==> config.mk <==
export PLATFORM = sky130hd
export DESIGN_NAME = vram_arbiter
export DESIGN_NICKNAME = d
export VERILOG_FILES = /design/src/rtl/vram_arbiter.sv
export SDC_FILE = /design/constraint.sdc
export NUM_CORES = 1
export LEC_CHECK = 0
export ABC_AREA = 0
export BUFFER_PORTS_ARGS = -buffer_cell sky130_fd_sc_hd__buf_2
export CAP_MARGIN = 20
export CORE_ASPECT_RATIO = 2
export CORE_MARGIN = 2
export CORE_UTILIZATION = 52
export DETAILED_ROUTE_END_ITERATION = 6
export PLACE_DENSITY = 0.79
export SLEW_MARGIN = 5
export SYNTH_ARGS = -nofsm -noshare
export SYNTH_HDL_FRONTEND = slang
export SYNTH_SLANG_ARGS = --single-unit
==> constraint.sdc <==
create_clock -name clk -period 3.6 [get_ports clk]
set_clock_uncertainty 0.05 [all_clocks]
set_input_delay 0.72 -clock clk [delete_from_list [all_inputs] [get_ports clk]]
set_output_delay 0.72 -clock clk [all_outputs]
set_load 0.01 [all_outputs]
==> src/rtl/vram_arbiter.sv <==
// Video RAM arbiter: display fetches own their ph0 slot; host requests queue in order
// and take any free RAM cycle. Read data returns through a two-stage tag pipeline.
module vram_arbiter #(
  parameter int ADDR_W = 13,
  parameter int DATA_W = 16,
  parameter int QDEPTH = 2
) (
  input  logic              clk,
  input  logic              rst_n,
  input  logic              ph0,
  input  logic              de,
  input  logic [ADDR_W-1:0] vid_addr,
  output logic              vid_valid,
  output logic [DATA_W-1:0] vid_data,
  input  logic              host_valid,
  output logic              host_ready,
  input  logic              host_we,
  input  logic [ADDR_W-1:0] host_addr,
  input  logic [DATA_W-1:0] host_wdata,
  output logic              host_rvalid,
  output logic [DATA_W-1:0] host_rdata,
  output logic              ram_cs,
  output logic              ram_we,
  output logic [ADDR_W-1:0] ram_addr,
  output logic [DATA_W-1:0] ram_wdata,
  input  logic [DATA_W-1:0] ram_rdata
);
  localparam int PW = $clog2(QDEPTH);
  localparam int CW = PW + 1;
  localparam logic [CW-1:0] FULL_CNT = CW'(QDEPTH);

  logic              q_we_r    [QDEPTH];
  logic [ADDR_W-1:0] q_addr_r  [QDEPTH];
  logic [DATA_W-1:0] q_wdata_r [QDEPTH];
  logic [PW-1:0]     head_r, tail_r;
  logic [CW-1:0]     count_r;
  logic [ADDR_W-1:0] addr_hold_r;
  logic [DATA_W-1:0] wdata_hold_r;
  logic              s1_disp_r, s1_host_rd_r;

  logic disp_slot_s, full_s, empty_s, push_s, pop_s, head_we_s;

  assign disp_slot_s = ph0 & de;
  assign full_s      = (count_r == FULL_CNT);
  assign empty_s     = (count_r == {CW{1'b0}});
  // Ready looks only at the registered count, so a same-cycle pop never raises it.
  assign host_ready  = rst_n & ~full_s;
  assign push_s      = host_valid & host_ready;
  assign pop_s       = rst_n & ~disp_slot_s & ~empty_s;
  assign head_we_s   = q_we_r[head_r];

  // Queue entry storage, written at the tail on accept.
  always_ff @(posedge clk) begin
    if (push_s) begin
      q_we_r[tail_r]    <= host_we;
      q_addr_r[tail_r]  <= host_addr;
      q_wdata_r[tail_r] <= host_wdata;
    end
  end

  // Queue pointers and occupancy count.
  always_ff @(posedge clk) begin
    if (!rst_n) begin
      head_r  <= {PW{1'b0}};
      tail_r  <= {PW{1'b0}};
      count_r <= {CW{1'b0}};
    end else begin
      if (push_s) tail_r <= tail_r + PW'(1);
      if (pop_s)  head_r <= head_r + PW'(1);
      case ({push_s, pop_s})
        2'b10:   count_r <= count_r + CW'(1);
        2'b01:   count_r <= count_r - CW'(1);
        default: count_r <= count_r;
      endcase
    end
  end

  // RAM port mux: display slot first, then queue head, else idle with held bus.
  always_comb begin
    ram_cs    = 1'b0;
    ram_we    = 1'b0;
    ram_addr  = addr_hold_r;
    ram_wdata = wdata_hold_r;
    if (disp_slot_s) begin
      ram_cs   = 1'b1;
      ram_addr = vid_addr;
    end else if (pop_s) begin
      ram_cs    = 1'b1;
      ram_we    = head_we_s;
      ram_addr  = q_addr_r[head_r];
      ram_wdata = q_wdata_r[head_r];
    end else begin
      ram_cs = 1'b0;
    end
  end

  // Remember the last driven address/data so idle cycles keep the bus stable.
  always_ff @(posedge clk) begin
    if (!rst_n) begin
      addr_hold_r  <= {ADDR_W{1'b0}};
      wdata_hold_r <= {DATA_W{1'b0}};
    end else begin
      addr_hold_r  <= ram_addr;
      wdata_hold_r <= ram_wdata;
    end
  end

  // Return path: stage 1 tags the access, stage 2 captures RAM data into the right sink.
  always_ff @(posedge clk) begin
    if (!rst_n) begin
      s1_disp_r    <= 1'b0;
      s1_host_rd_r <= 1'b0;
      vid_valid    <= 1'b0;
      host_rvalid  <= 1'b0;
      vid_data     <= {DATA_W{1'b0}};
      host_rdata   <= {DATA_W{1'b0}};
    end else begin
      s1_disp_r    <= disp_slot_s;
      s1_host_rd_r <= pop_s & ~head_we_s;
      vid_valid    <= s1_disp_r;
      host_rvalid  <= s1_host_rd_r;
      if (s1_disp_r)    vid_data   <= ram_rdata;
      if (s1_host_rd_r) host_rdata <= ram_rdata;
    end
  end
endmodule

==> impl_metrics.toml, run 1 <==
[power]
power_leakage_uw = 0.00271
powerDensity_nw_per_um2 = 649
clkPwrFrac = 0.408
power.switching_uw = 1020
finalPower_uw = 4050
switching_share = 0.252
power.share.sequential = 0.442
irDropWorstVdd_uv = 532
internal_power_uw = 3030
comb_power_share = 0.150

[synthesis]
syn_area_per_cell_sq_um = 12.5
ys_ff_latch = 130
postSynth.asyncResetShare = 0
yosys-top-cells-area = "edfxtp_1 36%, dfxtp_1 28%, mux2i_1 11%"
synthFlopType = "dfxtp_1"
ys_top_cells_by_count = "70 x dfxtp_1, 60 x edfxtp_1, 52 x mux2i_1"
synth_area_leader_cell = "edfxtp_1"
yosys.area.top_type_share = 0.364
netlist_instances = 395
synth-edff-count = 60
syn_area_sq_um = 4950
syn_nets = 460
synth.distinct_cells = 30
yosysWarningCount = 0
synth.most_common_cell = "dfxtp_1"
seq_area_frac_synth = 0.646

[grt]
grt_max_degree = 37
track_usage = 0.206
grt_pass1_wl_microns = 16000
grt_pass1_vias = 3460
grt-ovfl-total = 0
antenna_found_initial = 0

[routing]
vias = 3499
via_per_inst = 5.48
ant_nets = 0
first_iter_violations = 149
wl_per_cell_microns = 15.9
drtPass1Iterations = 4
finalWirelength_microns = 10100
route.detailed.drc = 0

[clock_network]
cts-resized-gates = 0
cts_root_buf = "clkbuf_16"
cts_made_buffers = 17
clkSlewWorstSetupHoldPaths_ps = 50
cts_tree = "done"
cts_num_sinks = 130
insertion_delay_ps = 400
htreeDepth = 4
cts_setup_buffers = 0
clockBufferDepth = 2
cts-hold-fix-buffers = 0

[setup_path]
startpoint_type = "flop"
worstPathArrival_ps = 2120
crit_path_max_fanout = 30
endpoint_kind = "output port"
cp_slowest_cell = "dfxtp_2"
required_ps = 2830
critPathMostFrequentCell = "nand3_1"
critPathMaxStageDelay_ps = 910
worstSetupPathType = "flop to output port"
critical-path-top-delay-family = "flip-flops"
critPathBufInv = 1
cp_cell_sequence = "mux2_2 -> nand3_1 -> nand3_1 -> buf_2"

[finish]
n_antenna_cell = 0
synthToLayoutAreaGrowth_pct = 25.9
final_layout_size_suffix_gt1_frac = 0.371
final_cells = 638
nets = 586

[timing]
hold_ws_ps = 404
relSlewSlack = 0.304
finalHoldViolations = 0
setup_tns_ps = 0
finalCritPeriodShare = 0.803
rsz0062_at_grt = "false"
period_minus_slack_ps = 2890
tightestPinTransition_ps = 1040
max_freq_mhz = 346
setup_viol = 0
slew_violations = 0

[job]
cap_violations = 0

[placed_design]
io_buffers = 129
dp_cells = 606
hpwl_microns = 7170
gp_congestion = 0.855

[floorplan]
die_h_microns = 142
die_area_sq_um = 10400
core_area_sq_um = 9320
core.rowCount = 50
ios = 130
start_util = 0.532
die_w_microns = 73.0

[worst_hold_path]
hold_path.class = "flop to flop"

[outcome]
status = "finished, final reports clean"
==> path summary, 6_finish.rpt <==
check                                 from      endpoint  slack (ps)  depth (start not counted)
worst max-delay path                  flop  ram_addr[12]         710                          4
worst min-delay path                head_r          flop         400                          1
worst max register to register  count_r[0]    count_r[1]        1480                          6
worst min register to register      head_r          flop         400                          1
==> worst reg2reg max path: stages (launching register included) <==
cell and delay [ps]:
dfxtp_1 470, o21a_2 360, nand2_4 290, inv_1 140, ha_1 260, or3_1 350, a21oi_1 140
==> placed cells by master, fill, tap and decap left out, types with 4 or more instances in the layout <==
master,Yosys,routed
a21o_1,16,16
a31o_2,16,16
a31oi_1,13,13
buf_2,19,129
buf_4,1,6
clkbuf_16,0,17
clkinv_4,0,4
dfxtp_1,70,69
edfxtp_1,60,60
mux2_2,13,13
mux2i_1,52,52
nand2_1,17,17
nand3_1,39,39
nor2_1,36,35
nor3_1,16,16
==> layer usage <==
| metal | share of wire | routed length, microns | global-route usage | vias to the layer above |
|---|---|---|---|---|
| met3 | 0.051 | 516 | 0.0545 | 21 |
| met2 | 0.55 | 5570 | 0.359 | 123 |
| met1 | 0.37 | 3780 | 0.220 | 1649 |
| li1 | - | - | - | 1706 |
| met5 | 0 | 0 | 0 | - |
| met4 | 0.027 | 278 | 0.107 | 0 |
==> flip-flops by register name, indices dropped and copies added (netlist names), named ones only <==
signal        count
tail_r            1
host_rdata       16
count_r           2
s1_disp_r         1
host_rvalid       1
vid_valid         1
q_we_r            2
vid_data         16
q_addr_r         26
addr_hold_r      13
head_r            1
q_wdata_r        32
s1_host_rd_r      1
wdata_hold_r     16
==> cell families after synthesis <==
| kind of cell | count (synthesis) | share of synthesized area |
|---|---|---|
| flip-flops | 130 | 0.646 |
| AND/OR/NAND/NOR | 115 | 0.106 |
| multiplexers | 65 | 0.135 |
| AO/OA/AOI/OAI | 51 | 0.0768 |
| buffers and inverters | 31 | 0.0306 |
| XOR/XNOR | 2 | 0.00354 |
| adder cells (fa/ha/maj) | 1 | 0.00252 |
==> area by class of cell <==
| type | instances | area [sq um] |
|---|---|---|
| Tap cell | 104 | 130 |
| Fill cell | 696 | 3090 |
| Timing Repair Buffer | 135 | 691 |
| Clock buffer | 20 | 457 |
| Inverter | 3 | 11.3 |
| Multi-Input combinational cell | 234 | 1610 |
| Sequential cell | 130 | 3200 |
| Clock inverter | 12 | 131 |
==> through the flow <==
stage / area (sq um) / util / setup WS (ps)
3_3_place_gp: 5650 / 0.606 / 880
3_5_place_dp: 5650 / 0.606 / 843
2_1_floorplan: 4950 / - / 827
6_report: 6240 / 0.669 / 710
4_1_cts: 6240 / 0.669 / 688
5_1_grt: 6240 / 0.669 / 530
==> power by group through the flow <==
| stage | sequential (uW) | clock [uW] | combinational, uW |
|---|---|---|---|
| global placement | 1810 | 0 | 597 |
| floorplan | 1750 | 0 | 453 |
| detailed placement | 1820 | 0 | 609 |
| global route | 1800 | 1760 | 669 |
| CTS | 1790 | 1690 | 613 |
| finish | 1790 | 1650 | 608 |
No activity file was read; power rests on OpenSTA's default activity.
==> inputs of run 2 (changes only) <==
--- a/config.mk
+++ b/config.mk
@@ -10,9 +10,9 @@
 export CAP_MARGIN = 20
 export CORE_ASPECT_RATIO = 2
 export CORE_MARGIN = 2
-export CORE_UTILIZATION = 52
+export CORE_UTILIZATION = 47
 export DETAILED_ROUTE_END_ITERATION = 6
-export PLACE_DENSITY = 0.79
+export PLACE_DENSITY = 0.75
 export SLEW_MARGIN = 5
 export SYNTH_ARGS = -nofsm -noshare
 export SYNTH_HDL_FRONTEND = slang
==> constraint.sdc (replaced) <==
create_clock -name clk -period 2.6 [get_ports clk]
set_clock_uncertainty 0.05 [all_clocks]
set_input_delay 0.52 -clock clk [delete_from_list [all_inputs] [get_ports clk]]
set_output_delay 0.52 -clock clk [all_outputs]
set_load 0.01 [all_outputs]
==> run 2 against run 1 <==
  * Register-to-register slack got worse by 900 ps
  * Flip-flop and latch count did not move
  * Sequential share of layout area is 0.98 points lower
  * Clock power rose by 44%
==> impl_metrics.toml, run 2 (synthesized netlist as in run 1, its figures left out) <==
[clock_network]
htreeDepth = 4
cts_root_buf = "clkbuf_16"
cts-hold-fix-buffers = 0
cts_num_sinks = 130
cts_tree = "done"
cts_made_buffers = 17
insertion_delay_ps = 410
clockBufferDepth = 2
cts_setup_buffers = 0
clkSlewWorstSetupHoldPaths_ps = 50

[grt]
grt_pass1_wl_microns = 16300
grt_use_met2 = 0.332
grt_use_met3 = 0.0521
top_usage_layer = "met2"
antenna_found_initial = 0
track_usage = 0.186
grt-ovfl-total = 0
grt_max_degree = 49
grt_pass1_vias = 3461
met1_usage = 0.200

[routing]
route.detailed.drc = 0
wl_per_cell_microns = 15.3
ant_nets = 0
first_iter_violations = 170
vias = 3518
drtPass1Iterations = 5
via_per_inst = 5.18
finalWirelength_microns = 10400

[finish]
final_layout_size_suffix_gt1_frac = 0.373
synthToLayoutAreaGrowth_pct = 28.3
nets = 594
final_cells = 679
n_antenna_cell = 0
regMostFlops = "q_wdata_r"
layout_common_cells = "129 x buf_2, 69 x dfxtp_1, 60 x edfxtp_1"
largest_register_ffs = 32
final_common_cell = "buf_2"
reg.largest.list = "q_wdata_r: 32 flops, q_addr_r: 26 flops"

[worst_hold_path]
whs_path_depth = 1
min_from = "host_addr[11]"
hold_end = "q_addr_r[0][11]"
hold_path.class = "input pin to flop"

[placed_design]
dp_cells = 646
hpwl_microns = 7240
gp_congestion = 0.869
post-place-ws_ps = 194
io_buffers = 129

[power]
power_leakage_uw = 0.00275
irDropWorstVdd_uv = 560
powerDensity_nw_per_um2 = 904
finalPower_uw = 5740

[timing]
rsz0062_at_grt = "false"
finalHoldViolations = 0
period_minus_slack_ps = 2470
finalCritPeriodShare = 0.949
setup_viol = 0
relSlewSlack = 0.560
setup_tns_ps = 0
setup_slack_ps = 134
slew_violations = 0
max_freq_mhz = 405
tightestPinTransition_ps = 659

[floorplan]
core_area_sq_um = 10400
ios = 130
die_h_microns = 149
die_area_sq_um = 11400
start_util = 0.476
core.rowCount = 53
die_w_microns = 76.6

[setup_path]
rrSetupSlack_ps = 580
cp_slowest_cell = "dfxtp_2"
r2r-start = "count_r[0]"
cp_cell_sequence = "buf_4 -> mux2i_1 -> nor3_1 -> a21o_1 -> buf_2"
r2r_cells = 6
required_ps = 2030
worstPathArrival_ps = 1900
crit_path_max_fanout = 15
r2r-end = "count_r[1]"
endpoint_kind = "output port"
critPathMaxStageDelay_ps = 560
startpoint_type = "flop"
worstSetupPathType = "flop to output port"

[outcome]
status = "finished, final reports clean"

[job]
cap_violations = 0
## run 2: changes by cell type in the layout (fill, tap and decap cells not counted), sizes merged
cell and delta:
buf +7, bufinv +2, clkbuf -1, clkinv -1, clkinvlp +1, inv -1
o21ai +1
## run 2: critical path, delay by kind of cell (launching register included)
family,cells,cell delay [ps]
AO/OA/AOI/OAI,1,200
buffers and inverters,2,410
flip-flops,1,560
multiplexers,1,240
AND/OR/NAND/NOR,1,80
## run 2: metrics by stage
| step | instance area (sq um) | util | hold slack (ps) |
|---|---|---|---|
| after global placement | 5740 | 0.551 | 383 |
| final | 6360 | 0.611 | 247 |
| after global routing | 6360 | 0.611 | 233 |
| after floorplan | 4950 | - | 383 |
| after detailed placement | 5740 | 0.551 | 395 |
| after CTS | 6350 | 0.610 | 231 |
## run 2: power breakdown
group          switching (uW)  leakage (uW)  internal [uW]
clock network             798      0.000281           1580
logic                     504       0.00135            433
registers                 107       0.00112           2320
total                    1410       0.00275           4340
## run 2: final cells by class
cell class                      count  area (sq um)
Clock inverter                     13           166
Fill cell                         857          4050
Sequential cell                   130          3200
Timing Repair Buffer              142           743
Tap cell                          137           171
Inverter                            3          11.3
Clock buffer                       19           433
Multi-Input combinational cell    235          1630
## run 2: worst max-delay path by stage
stage / startpoint / to / slack (ps) / cells past startpoint
after floorplan: rst_n / q_addr_r[0][0] / 30 / 3
after global placement: count_r[0] / ram_addr[5] / 270 / 5
after detailed placement: count_r[0] / ram_addr[6] / 190 / 5
after CTS: count_r[0] / ram_addr[6] / 20 / 5
after global routing: flop / ram_wdata[15] / 30 / 5
final: flop / ram_wdata[8] / 130 / 5
## run 2: repair_timing
item	4_1_cts	5_1_grt
setup endpoints to repair	30	8
pin swaps	0	1
cloned	0	1
gates resized for setup	1	0
endpoints found under the hold margin	0	0
## run 2: metal layers
| metal | vias up | wire [microns] | share of wire |
|---|---|---|---|
| met1 | 1634 | 4100 | 0.39 |
| met2 | 140 | 5450 | 0.52 |
| li1 | 1719 | - | - |
| met5 | - | 0 | 0 |
| met4 | 0 | 315 | 0.030 |
| met3 | 25 | 550 | 0.053 |
==> inputs of run 3 (changes only) <==
--- a/config.mk
+++ b/config.mk
@@ -13,6 +13,7 @@
 export CORE_UTILIZATION = 47
 export DETAILED_ROUTE_END_ITERATION = 6
 export PLACE_DENSITY = 0.75
+export SETUP_SLACK_MARGIN = 0.5
 export SLEW_MARGIN = 5
 export SYNTH_ARGS = -nofsm -noshare
 export SYNTH_HDL_FRONTEND = slang
==> run 3 against run 2 <==
  * Utilization up 5.9 points
  * Sequential power hardly changed
  * Count of clock-buffer cells in the layout rose by 4
  * Global-route usage grew 2.2 points
  * Die area unchanged
  * Setup slack improved by 260 ps
  * Critical path depth unchanged
  * Wire length increased by 14%
  * Combinational power increased by 36%
  * Largest cell class unchanged
==> impl_metrics.toml, run 3 (synthesized netlist as in run 1, its figures left out) <==
[outcome]
status = "finished, final reports clean"

[routing]
vias = 3715
ant_nets = 0
route.detailed.drc = 0
via_per_inst = 5.38
wl_per_cell_microns = 17.2
first_iter_violations = 164
finalWirelength_microns = 11900
drtPass1Iterations = 6

[timing]
setup_slack_ps = 398
slew_violations = 0
relSlewSlack = 0.672
tightestPinTransition_ps = 492
finalHoldViolations = 0
period_minus_slack_ps = 2200
rsz0062_at_grt = "true"
max_freq_mhz = 454
setup_viol = 0
finalCritPeriodShare = 0.847
setup_tns_ps = 0

[grt]
grt-ovfl-total = 0
track_usage = 0.208
antenna_found_initial = 0
grt_max_degree = 49
grt_pass1_wl_microns = 18200
grt_pass1_vias = 3686

[finish]
post-route-util = 0.670
reg.largest.list = "q_wdata_r: 32 flops, q_addr_r: 26 flops"
n_antenna_cell = 0
fill_cells = 759
final-seq-area_sq_um = 3210
layout_common_cells = "120 x buf_2, 67 x dfxtp_1, 60 x edfxtp_1"
nets = 605
multi_input_area_sq_um = 1990
final_common_cell = "buf_2"
synthToLayoutAreaGrowth_pct = 40.7
final_layout_size_suffix_gt1_frac = 0.474
regMostFlops = "q_wdata_r"
largest_register_ffs = 32

[placed_design]
hpwl_microns = 7520
post-place-ws_ps = 231
gp_congestion = 0.819
io_buffers = 129

[power]
power_leakage_uw = 0.00299
irDropWorstVdd_uv = 773
powerDensity_nw_per_um2 = 875

[setup_path]
endpoint_kind = "output port"
worstPathArrival_ps = 1630
required_ps = 2030
critPathMaxStageDelay_ps = 420
worstSetupPathType = "flop to output port"
critical-path-top-delay-family = "flip-flops"
cp_slowest_cell = "dfxtp_4"
startpoint_type = "flop"
cp_cell_sequence = "buf_8 -> mux2_4 -> nand3_2 -> nand3_1 -> buf_2"
crit_path_max_fanout = 7
critPathBufInv = 2

[floorplan]
start_util = 0.476
die_h_microns = 149
die_area_sq_um = 11400
core_area_sq_um = 10400
ios = 130
die_w_microns = 76.6
core.rowCount = 53

[clock_network]
clockBufferDepth = 2
clkSlewWorstSetupHoldPaths_ps = 60
cts_num_sinks = 130
cts_root_buf = "clkbuf_16"
htreeDepth = 4
cts_made_buffers = 17
insertion_delay_ps = 400
cts_tree = "done"

[job]
cap_violations = 0

[worst_hold_path]
hold_path.class = "input pin to flop"
## run 3: cell count changes in the layout (fill, tap and decap cells not counted), moves of 9 or more
cell and delta:
nand3_4 +9, mux2_2 -13, mux2_4 +13, nand3_2 +12
nor3_2 +12, buf_2 -9, nor3_1 -13, buf_6 +13
nand3_1 -21
## run 3: through the flow
stage | total power (uW) | hold WS [ps] | cells | area (sq um)
after floorplan | 3060 | 383 | 395 | 4960
after global placement | 3360 | 387 | 647 | 5760
after detailed placement | 3390 | 403 | 647 | 5760
after CTS | 5970 | 230 | 683 | 6690
after global routing | 6340 | 232 | 690 | 6970
final | 6100 | 249 | 690 | 6970
## run 3: path summary, 6_finish.rpt
path	from	endpoint	slack (ps)	depth (start not counted)
max	flop	ram_addr[6]	400	5
min	host_wdata[1]	q_wdata_r[0][1]	250	1
max reg2reg	count_r[0]	count_r[1]	750	6
min reg2reg	head_r	flop	420	1
## run 3: cell type report
type	count	area share
sequential	130	0.461
inverter	3	0.00162
clock buffer	23	0.0763
timing repair buffer	154	0.139
clock inverter	9	0.0127
tap	137	0.0246
multi-input combinational	234	0.285
## run 3: what timing repair did
item                       in CTS  in global routing
hold buffers                    0                  0
setup endpoints to repair      30                 30
setup buffers                   4                  7
resized for setup              60                 43
gates cloned                    0                  0
pin swaps                       4                  5
## run 3: power breakdown
group          internal [uW]  switching (uW)
Sequential              2330             102
Combinational            631             641
Clock                   1540             859
Total                   4500            1600
## run 3: routing by layer
metal,GRT usage,vias to the layer above,wire [microns]
met5,0,-,0
met4,0.135,0,554
met3,0.0442,52,483
met2,0.371,168,6300
met1,0.220,1750,4550
li1,-,1745,-
